### config.mk
export PLATFORM = sky130hd
export DESIGN_NAME = iobus_arbiter_flat
export DESIGN_NICKNAME = d
export VERILOG_FILES = /design/src/rtl/iobus_arbiter_if.sv /design/src/rtl/iobus_arbiter.sv /design/src/flat_wrapper.sv
export SDC_FILE = /design/constraint.sdc
export NUM_CORES = 1
export LEC_CHECK = 0
export ABC_AREA = 1
export BUFFER_PORTS_ARGS = -buffer_cell sky130_fd_sc_hd__buf_4
export CORE_MARGIN = 2
export CORE_UTILIZATION = 40
export CTS_BUF_LIST = sky130_fd_sc_hd__clkbuf_4 sky130_fd_sc_hd__clkbuf_8
export DETAILED_ROUTE_END_ITERATION = 12
export MAX_ROUTING_LAYER = met4
export PLACE_DENSITY_LB_ADDON = 0.1
export SETUP_SLACK_MARGIN = 0.1
export SKIP_LAST_GASP = 1
export SYNTH_ARGS = -nofsm -noshare
export SYNTH_HDL_FRONTEND = slang
export SYNTH_SLANG_ARGS = --single-unit
### constraint.sdc
create_clock -name CLK -period 1.5 [get_ports CLK]
set_clock_uncertainty 0.05 [all_clocks]
set_input_delay 0.15 -clock CLK [delete_from_list [all_inputs] [get_ports CLK]]
set_output_delay 0.15 -clock CLK [all_outputs]
set_load 0.05 [all_outputs]
### src/rtl/iobus_arbiter_if.sv
// Bundle of requester, grant/ack and MMIO bus signals shared by the arbiter and its users.
// Handshake: a requester raises REQn with ADDRn/WRn/WDATAn stable; GNTn shows bus ownership and
// a one-cycle ACKn closes the transaction (RDATA valid during that ACK). REQn held past ACKn starts a new one.
interface iobus_arbiter_if;
  logic        REQ0;
  logic        REQ1;
  logic        WR0;
  logic        WR1;
  logic [31:0] ADDR0;
  logic [31:0] ADDR1;
  logic [31:0] WDATA0;
  logic [31:0] WDATA1;
  logic        GNT0;
  logic        GNT1;
  logic        ACK0;
  logic        ACK1;
  logic [31:0] RDATA;
  logic [31:0] IOBUS_addr;
  logic [31:0] IOBUS_out;
  logic        IOBUS_wr;
  logic [31:0] IOBUS_in;

  modport master (
    output REQ0, REQ1, WR0, WR1, ADDR0, ADDR1, WDATA0, WDATA1, IOBUS_in,
    input  GNT0, GNT1, ACK0, ACK1, RDATA, IOBUS_addr, IOBUS_out, IOBUS_wr
  );

  modport slave (
    input  REQ0, REQ1, WR0, WR1, ADDR0, ADDR1, WDATA0, WDATA1, IOBUS_in,
    output GNT0, GNT1, ACK0, ACK1, RDATA, IOBUS_addr, IOBUS_out, IOBUS_wr
  );
endinterface

### src/rtl/iobus_arbiter.sv
// Two-requester round-robin arbiter for a single MMIO bus with a programmable number of wait states.
// Each transaction runs IDLE -> BUS (WAIT_STATES+1 cycles) -> ACK (1 cycle) -> IDLE.
module iobus_arbiter #(
  parameter int unsigned WAIT_STATES = 0
) (
  input  logic           CLK,
  input  logic           RST_N,
  iobus_arbiter_if.slave bus,
  output logic [1:0]     state_o,
  output logic           ptr_o
);

  typedef enum logic [1:0] {
    IDLE = 2'd0,
    BUS  = 2'd1,
    ACK  = 2'd2
  } state_e;

  localparam logic [3:0] WS = 4'(WAIT_STATES);

  state_e      state_q;
  logic        ptr_q;
  logic [3:0]  cnt_q;
  logic        win_q;
  logic        wr_q;
  logic        gnt0_q, gnt1_q;
  logic        ack0_q, ack1_q;
  logic        iobus_wr_q;
  logic [31:0] addr_q, out_q, rdata_q;

  logic        win_d;
  logic        wr_d;
  logic [31:0] addr_d, out_d;
  logic        other_req;

  // Contention goes to the preferred requester; otherwise whoever is asking wins.
  always_comb begin
    win_d = bus.REQ1;
    if (bus.REQ0 && bus.REQ1) win_d = ptr_q;
    wr_d      = win_d ? bus.WR1    : bus.WR0;
    addr_d    = win_d ? bus.ADDR1  : bus.ADDR0;
    out_d     = win_d ? bus.WDATA1 : bus.WDATA0;
    other_req = win_q ? bus.REQ0   : bus.REQ1;
  end

  always_ff @(posedge CLK or negedge RST_N) begin
    if (!RST_N) begin
      state_q    <= IDLE;
      ptr_q      <= 1'b0;
      cnt_q      <= 4'd0;
      win_q      <= 1'b0;
      wr_q       <= 1'b0;
      gnt0_q     <= 1'b0;
      gnt1_q     <= 1'b0;
      ack0_q     <= 1'b0;
      ack1_q     <= 1'b0;
      iobus_wr_q <= 1'b0;
      addr_q     <= 32'd0;
      out_q      <= 32'd0;
      rdata_q    <= 32'd0;
    end else begin
      case (state_q)
        IDLE: begin
          if (bus.REQ0 || bus.REQ1) begin
            win_q      <= win_d;
            wr_q       <= wr_d;
            gnt0_q     <= ~win_d;
            gnt1_q     <= win_d;
            addr_q     <= addr_d;
            out_q      <= out_d;
            iobus_wr_q <= wr_d;
            cnt_q      <= WS;
            state_q    <= BUS;
          end
        end
        BUS: begin
          iobus_wr_q <= 1'b0;
          if (cnt_q == 4'd0) begin
            if (!wr_q) rdata_q <= bus.IOBUS_in;
            ack0_q  <= ~win_q;
            ack1_q  <= win_q;
            // Only hand preference over when the other side is actually waiting.
            if (other_req) ptr_q <= ~win_q;
            state_q <= ACK;
          end else begin
            cnt_q <= cnt_q - 4'd1;
          end
        end
        ACK: begin
          ack0_q  <= 1'b0;
          ack1_q  <= 1'b0;
          gnt0_q  <= 1'b0;
          gnt1_q  <= 1'b0;
          state_q <= IDLE;
        end
        default: state_q <= IDLE;
      endcase
    end
  end

  assign bus.GNT0       = gnt0_q;
  assign bus.GNT1       = gnt1_q;
  assign bus.ACK0       = ack0_q;
  assign bus.ACK1       = ack1_q;
  assign bus.RDATA      = rdata_q;
  assign bus.IOBUS_addr = addr_q;
  assign bus.IOBUS_out  = out_q;
  assign bus.IOBUS_wr   = iobus_wr_q;
  assign state_o        = state_q;
  assign ptr_o          = ptr_q;

endmodule

### src/flat_wrapper.sv
// flat-port wrapper written by rule: the top's interface ports become plain ports
module iobus_arbiter_flat 
#(
  parameter int unsigned WAIT_STATES = 0
)
  (CLK, RST_N, state_o, ptr_o, bus_REQ0, bus_REQ1, bus_WR0, bus_WR1, bus_ADDR0, bus_ADDR1, bus_WDATA0, bus_WDATA1, bus_IOBUS_in, bus_GNT0, bus_GNT1, bus_ACK0, bus_ACK1, bus_RDATA, bus_IOBUS_addr, bus_IOBUS_out, bus_IOBUS_wr);
  iobus_arbiter_if bus_i ();
  input  logic CLK;
  input  logic RST_N;
  output logic [1:0] state_o;
  output logic ptr_o;
  input wire logic [$bits(bus_i.REQ0)-1:0] bus_REQ0;
  input wire logic [$bits(bus_i.REQ1)-1:0] bus_REQ1;
  input wire logic [$bits(bus_i.WR0)-1:0] bus_WR0;
  input wire logic [$bits(bus_i.WR1)-1:0] bus_WR1;
  input wire logic [$bits(bus_i.ADDR0)-1:0] bus_ADDR0;
  input wire logic [$bits(bus_i.ADDR1)-1:0] bus_ADDR1;
  input wire logic [$bits(bus_i.WDATA0)-1:0] bus_WDATA0;
  input wire logic [$bits(bus_i.WDATA1)-1:0] bus_WDATA1;
  input wire logic [$bits(bus_i.IOBUS_in)-1:0] bus_IOBUS_in;
  output wire logic [$bits(bus_i.GNT0)-1:0] bus_GNT0;
  output wire logic [$bits(bus_i.GNT1)-1:0] bus_GNT1;
  output wire logic [$bits(bus_i.ACK0)-1:0] bus_ACK0;
  output wire logic [$bits(bus_i.ACK1)-1:0] bus_ACK1;
  output wire logic [$bits(bus_i.RDATA)-1:0] bus_RDATA;
  output wire logic [$bits(bus_i.IOBUS_addr)-1:0] bus_IOBUS_addr;
  output wire logic [$bits(bus_i.IOBUS_out)-1:0] bus_IOBUS_out;
  output wire logic [$bits(bus_i.IOBUS_wr)-1:0] bus_IOBUS_wr;
  assign bus_i.REQ0 = bus_REQ0;
  assign bus_i.REQ1 = bus_REQ1;
  assign bus_i.WR0 = bus_WR0;
  assign bus_i.WR1 = bus_WR1;
  assign bus_i.ADDR0 = bus_ADDR0;
  assign bus_i.ADDR1 = bus_ADDR1;
  assign bus_i.WDATA0 = bus_WDATA0;
  assign bus_i.WDATA1 = bus_WDATA1;
  assign bus_i.IOBUS_in = bus_IOBUS_in;
  assign bus_GNT0 = bus_i.GNT0;
  assign bus_GNT1 = bus_i.GNT1;
  assign bus_ACK0 = bus_i.ACK0;
  assign bus_ACK1 = bus_i.ACK1;
  assign bus_RDATA = bus_i.RDATA;
  assign bus_IOBUS_addr = bus_i.IOBUS_addr;
  assign bus_IOBUS_out = bus_i.IOBUS_out;
  assign bus_IOBUS_wr = bus_i.IOBUS_wr;
  iobus_arbiter #(.WAIT_STATES(WAIT_STATES)) u_core (.CLK(CLK), .RST_N(RST_N), .bus(bus_i), .state_o(state_o), .ptr_o(ptr_o));
endmodule
==> out/metrics.yaml <==
sta:
  rsz0062_at_grt: "yes"
  setup_tns_ns: 0
  slew_violations: 0
  slew_headroom_pct: 79.3
  setup_slack_ns: 0.108
  clock.fmax_mhz: 718
  min_period_ns: 1.39
  hold_viol: 0
  finalSetupViolCount: 0
  tightest_slew_ns: 0.311
  fin_crit_sh_pct: 92.8
cells_and_area:
  stdcell_area_sq_mm: 0.00883
  drive_gt1_share_pct: 34.5
  nFillCells: 1158
  area_delta_synth_final_pct: 60.5
  finalNonFillerCells: 1208
  fin_util_pct: 66.2
  layout.nets: 1196
  diodes: 0
clocking:
  cts_sinks: 110
  cts_max_level: 3
  clkTransAtPathRegs_ns: 0.10
  cts_tree: "yes"
  clkLatencyLatePin_ns: 0.37
  clk_path_buf_depth: 2
  cts_buffers: 9
  cts_root_buf: "clkbuf_8"
power:
  p_per_area_mw_per_mm2: 2190
  ir_drop_v: 0.00137
  p_leak_nw: 4.88
setup_path:
  cp.buffers_inverters: 2
  slowest_stage: "dfrtp_1"
  path_class: "reg -> reg"
  slowest_delay_ns: 0.39
  cp_data_arrival_time_ns: 1.62
  cp.required_ns: 1.73
  end_kind: "register"
  path_cells: "inv_2 -> ha_4 -> nand2_4 -> nor2_4 -> nand2_4 -> clkbuf_16 -> nand2_2 -> nand2_1"
  cp-start-kind: "register"
  critPathMaxFanout: 8
  cpLargestDelayFamily: "simple AND/OR/NAND/NOR gates"
  cpMostUsedCell: "nand2_4"
grt:
  grt_pass1_vias: 5629
  grt_pass1_wl_um: 27500
  grt_usage_pct: 24.0
  antenna_found_initial: 0
  gr-total-overflow: 0
  grt_max_degree: 57
placement:
  post_dp_cell_area_sq_mm: 0.00781
  dp.cells: 1129
  gp_congestion: 0.821
  port_buffers: 269
  place_ws_ns: 0.101
  place_hpwl_um: 11400
synthesis:
  yosysTopAreaCellShare_pct: 50.0
  synthTopCellsByArea: "dfrtp_1 50%, nand2_1 20%, nand3_1 9.9%"
  synthAdderAreaFrac_pct: 0.455
  synth_xor_area_share_pct: 0.159
  synth_compound_area_share_pct: 0.569
  netlist_area_sq_mm: 0.00550
  yosys_warnings: 0
  synth-simple-area-share_pct: 39.4
  synth_cells: 712
  synth_top_area_cell: "dfrtp_1"
  synth.distinct_cells: 17
  yosysSeqAreaShare_pct: 50.0
  avgSynthCellArea_sq_um: 7.73
  synth_top_family_by_area: "simple AND/OR/NAND/NOR gates"
  synth_nets: 880
  muxShareOfSynthArea_pct: 0
  synth-seq-cells: 110
drt:
  first_pass_iters: 4
  drc: 0
  ant_nets: 0
  wl_per_cell_um: 14.9
  via_per_inst: 4.86
  via_count: 5867
  drt-initial-drc-count: 355
  wl_um: 18000
floorplanning:
  die_w_um: 121
  start_util_pct: 41.2
  io-pin-count: 270
  die_height_um: 121
  die_area_sq_mm: 0.0147
  rows: 42
  core-area_sq_mm: 0.0133
run:
  drv_cap: 0
run_status:
  status: "complete, no violations"
min_path:
  hold_class: "in -> reg"
-- per-layer routing --
metal	global-route usage, %	share of wire (%)	routed length, um
met1	30.6	42	7530
met2	39.0	49	8880
met5	-	0	0
met4	7.97	2.3	414
met3	4.28	6.3	1130
-- repair_timing --
action                                  in CTS  in global routing
hold buffers                                57                  0
pin swaps                                    1                  5
gates resized for setup                      0                 52
endpoints found under the hold margin      166                  0
cloned                                       0                  4
endpoints found under the setup margin       1                 47
buffers inserted                             1                  2
-- kinds of logic after synthesis --
kind of cell / after synthesis
AOI/OAI and AO/OA: 4
and+or+nand+nor: 474
DFF: 110
buffers and inverters: 121
xor gates and xnor gates: 1
adders and majority gates: 2
-- area by class of cell --
class / count / area [sq um] / area share, %
multi-input cells: 481 / 2420 / 27.4
repair buffers: 350 / 2970 / 33.6
inverters: 76 / 285 / 3.23
well taps: 176 / 220 / 2.49
clock buffers: 12 / 159 / 1.80
clock inverters: 3 / 20.0 / 0.227
flip-flops and latches: 110 / 2760 / 31.2
-- path summary, 6_finish.rpt --
path	start	depth (start not counted)	endpoint	slack, ns
min in group asynchronous	RST_N	3	u_core.bus.RDATA[1]	0.26
max reg2reg	u_core.cnt_q[1]	8	u_core.bus.RDATA[27]	0.11
max	u_core.cnt_q[1]	8	u_core.bus.RDATA[27]	0.11
min reg2reg	u_core.bus.IOBUS_out[21]	2	u_core.bus.IOBUS_out[21]	0.44
min	bus_WDATA0[30]	5	u_core.bus.IOBUS_out[30]	0.02
max in group asynchronous	RST_N	3	u_core.state_o[0]	0.86
-- cell usage after synthesis, drive strengths merged --
cell type  number
nand3b         65
nand3         109
o21ai           4
nor2            8
dfrtp         110
xor2            1
nand4           1
inv            76
clkbuf         11
buf            34
ha              2
nand2         291
-- worst reg2reg max path: stages, from the launching register on --
cell       delay, ns
dfrtp_1         0.39
inv_2           0.08
ha_4            0.14
nand2_4         0.05
nor2_4          0.15
nand2_4         0.12
clkbuf_16       0.20
nand2_2         0.07
nand2_1         0.05
-- sequential cells by signal (all words and copies together) (netlist names) --
name,count
u_core.bus.IOBUS_wr,1
u_core.bus.GNT1,1
u_core.wr_q,1
u_core.bus.ACK0,1
u_core.bus.IOBUS_addr,32
u_core.bus.ACK1,1
u_core.bus.GNT0,1
u_core.ptr_o,1
u_core.cnt_q,4
u_core.state_o,2
u_core.win_q,1
u_core.bus.IOBUS_out,32
u_core.bus.RDATA,32
-- report_power, final --
part / leakage, nW / total, mW / internal, mW / switching (mW)
Combinational: 3.45 / 12.3 / 3.87 / 8.40
Clock: 0.0879 / 1.68 / 0.703 / 0.975
Sequential: 1.35 / 5.36 / 4.41 / 0.956
Total: 4.88 / 19.3 / 8.98 / 10.3
-- cell usage in the layout (no fill, tap or decap), types with 13 or more instances in the layout --
cell type / synthesis / routed
dfrtp_1: 110 / 107
nand2_1: 291 / 255
inv_1: 75 / 73
nand3b_1: 65 / 65
buf_4: 9 / 276
dlygate4sd3_1: 0 / 57
nand3_1: 109 / 109
nand2_4: 0 / 13
nand2_2: 0 / 23
-- per-stage QoR --
step / total power [mW] / hold slack, ns
2_1_floorplan: 13.0 / -0.196
3_3_place_gp: 16.7 / 0.138
3_5_place_dp: 16.9 / 0.135
4_1_cts: 18.7 / 0.0000269
5_1_grt: 20.4 / 0.00941
6_report: 19.3 / 0.0192
(Power assumes the default switching activity.)
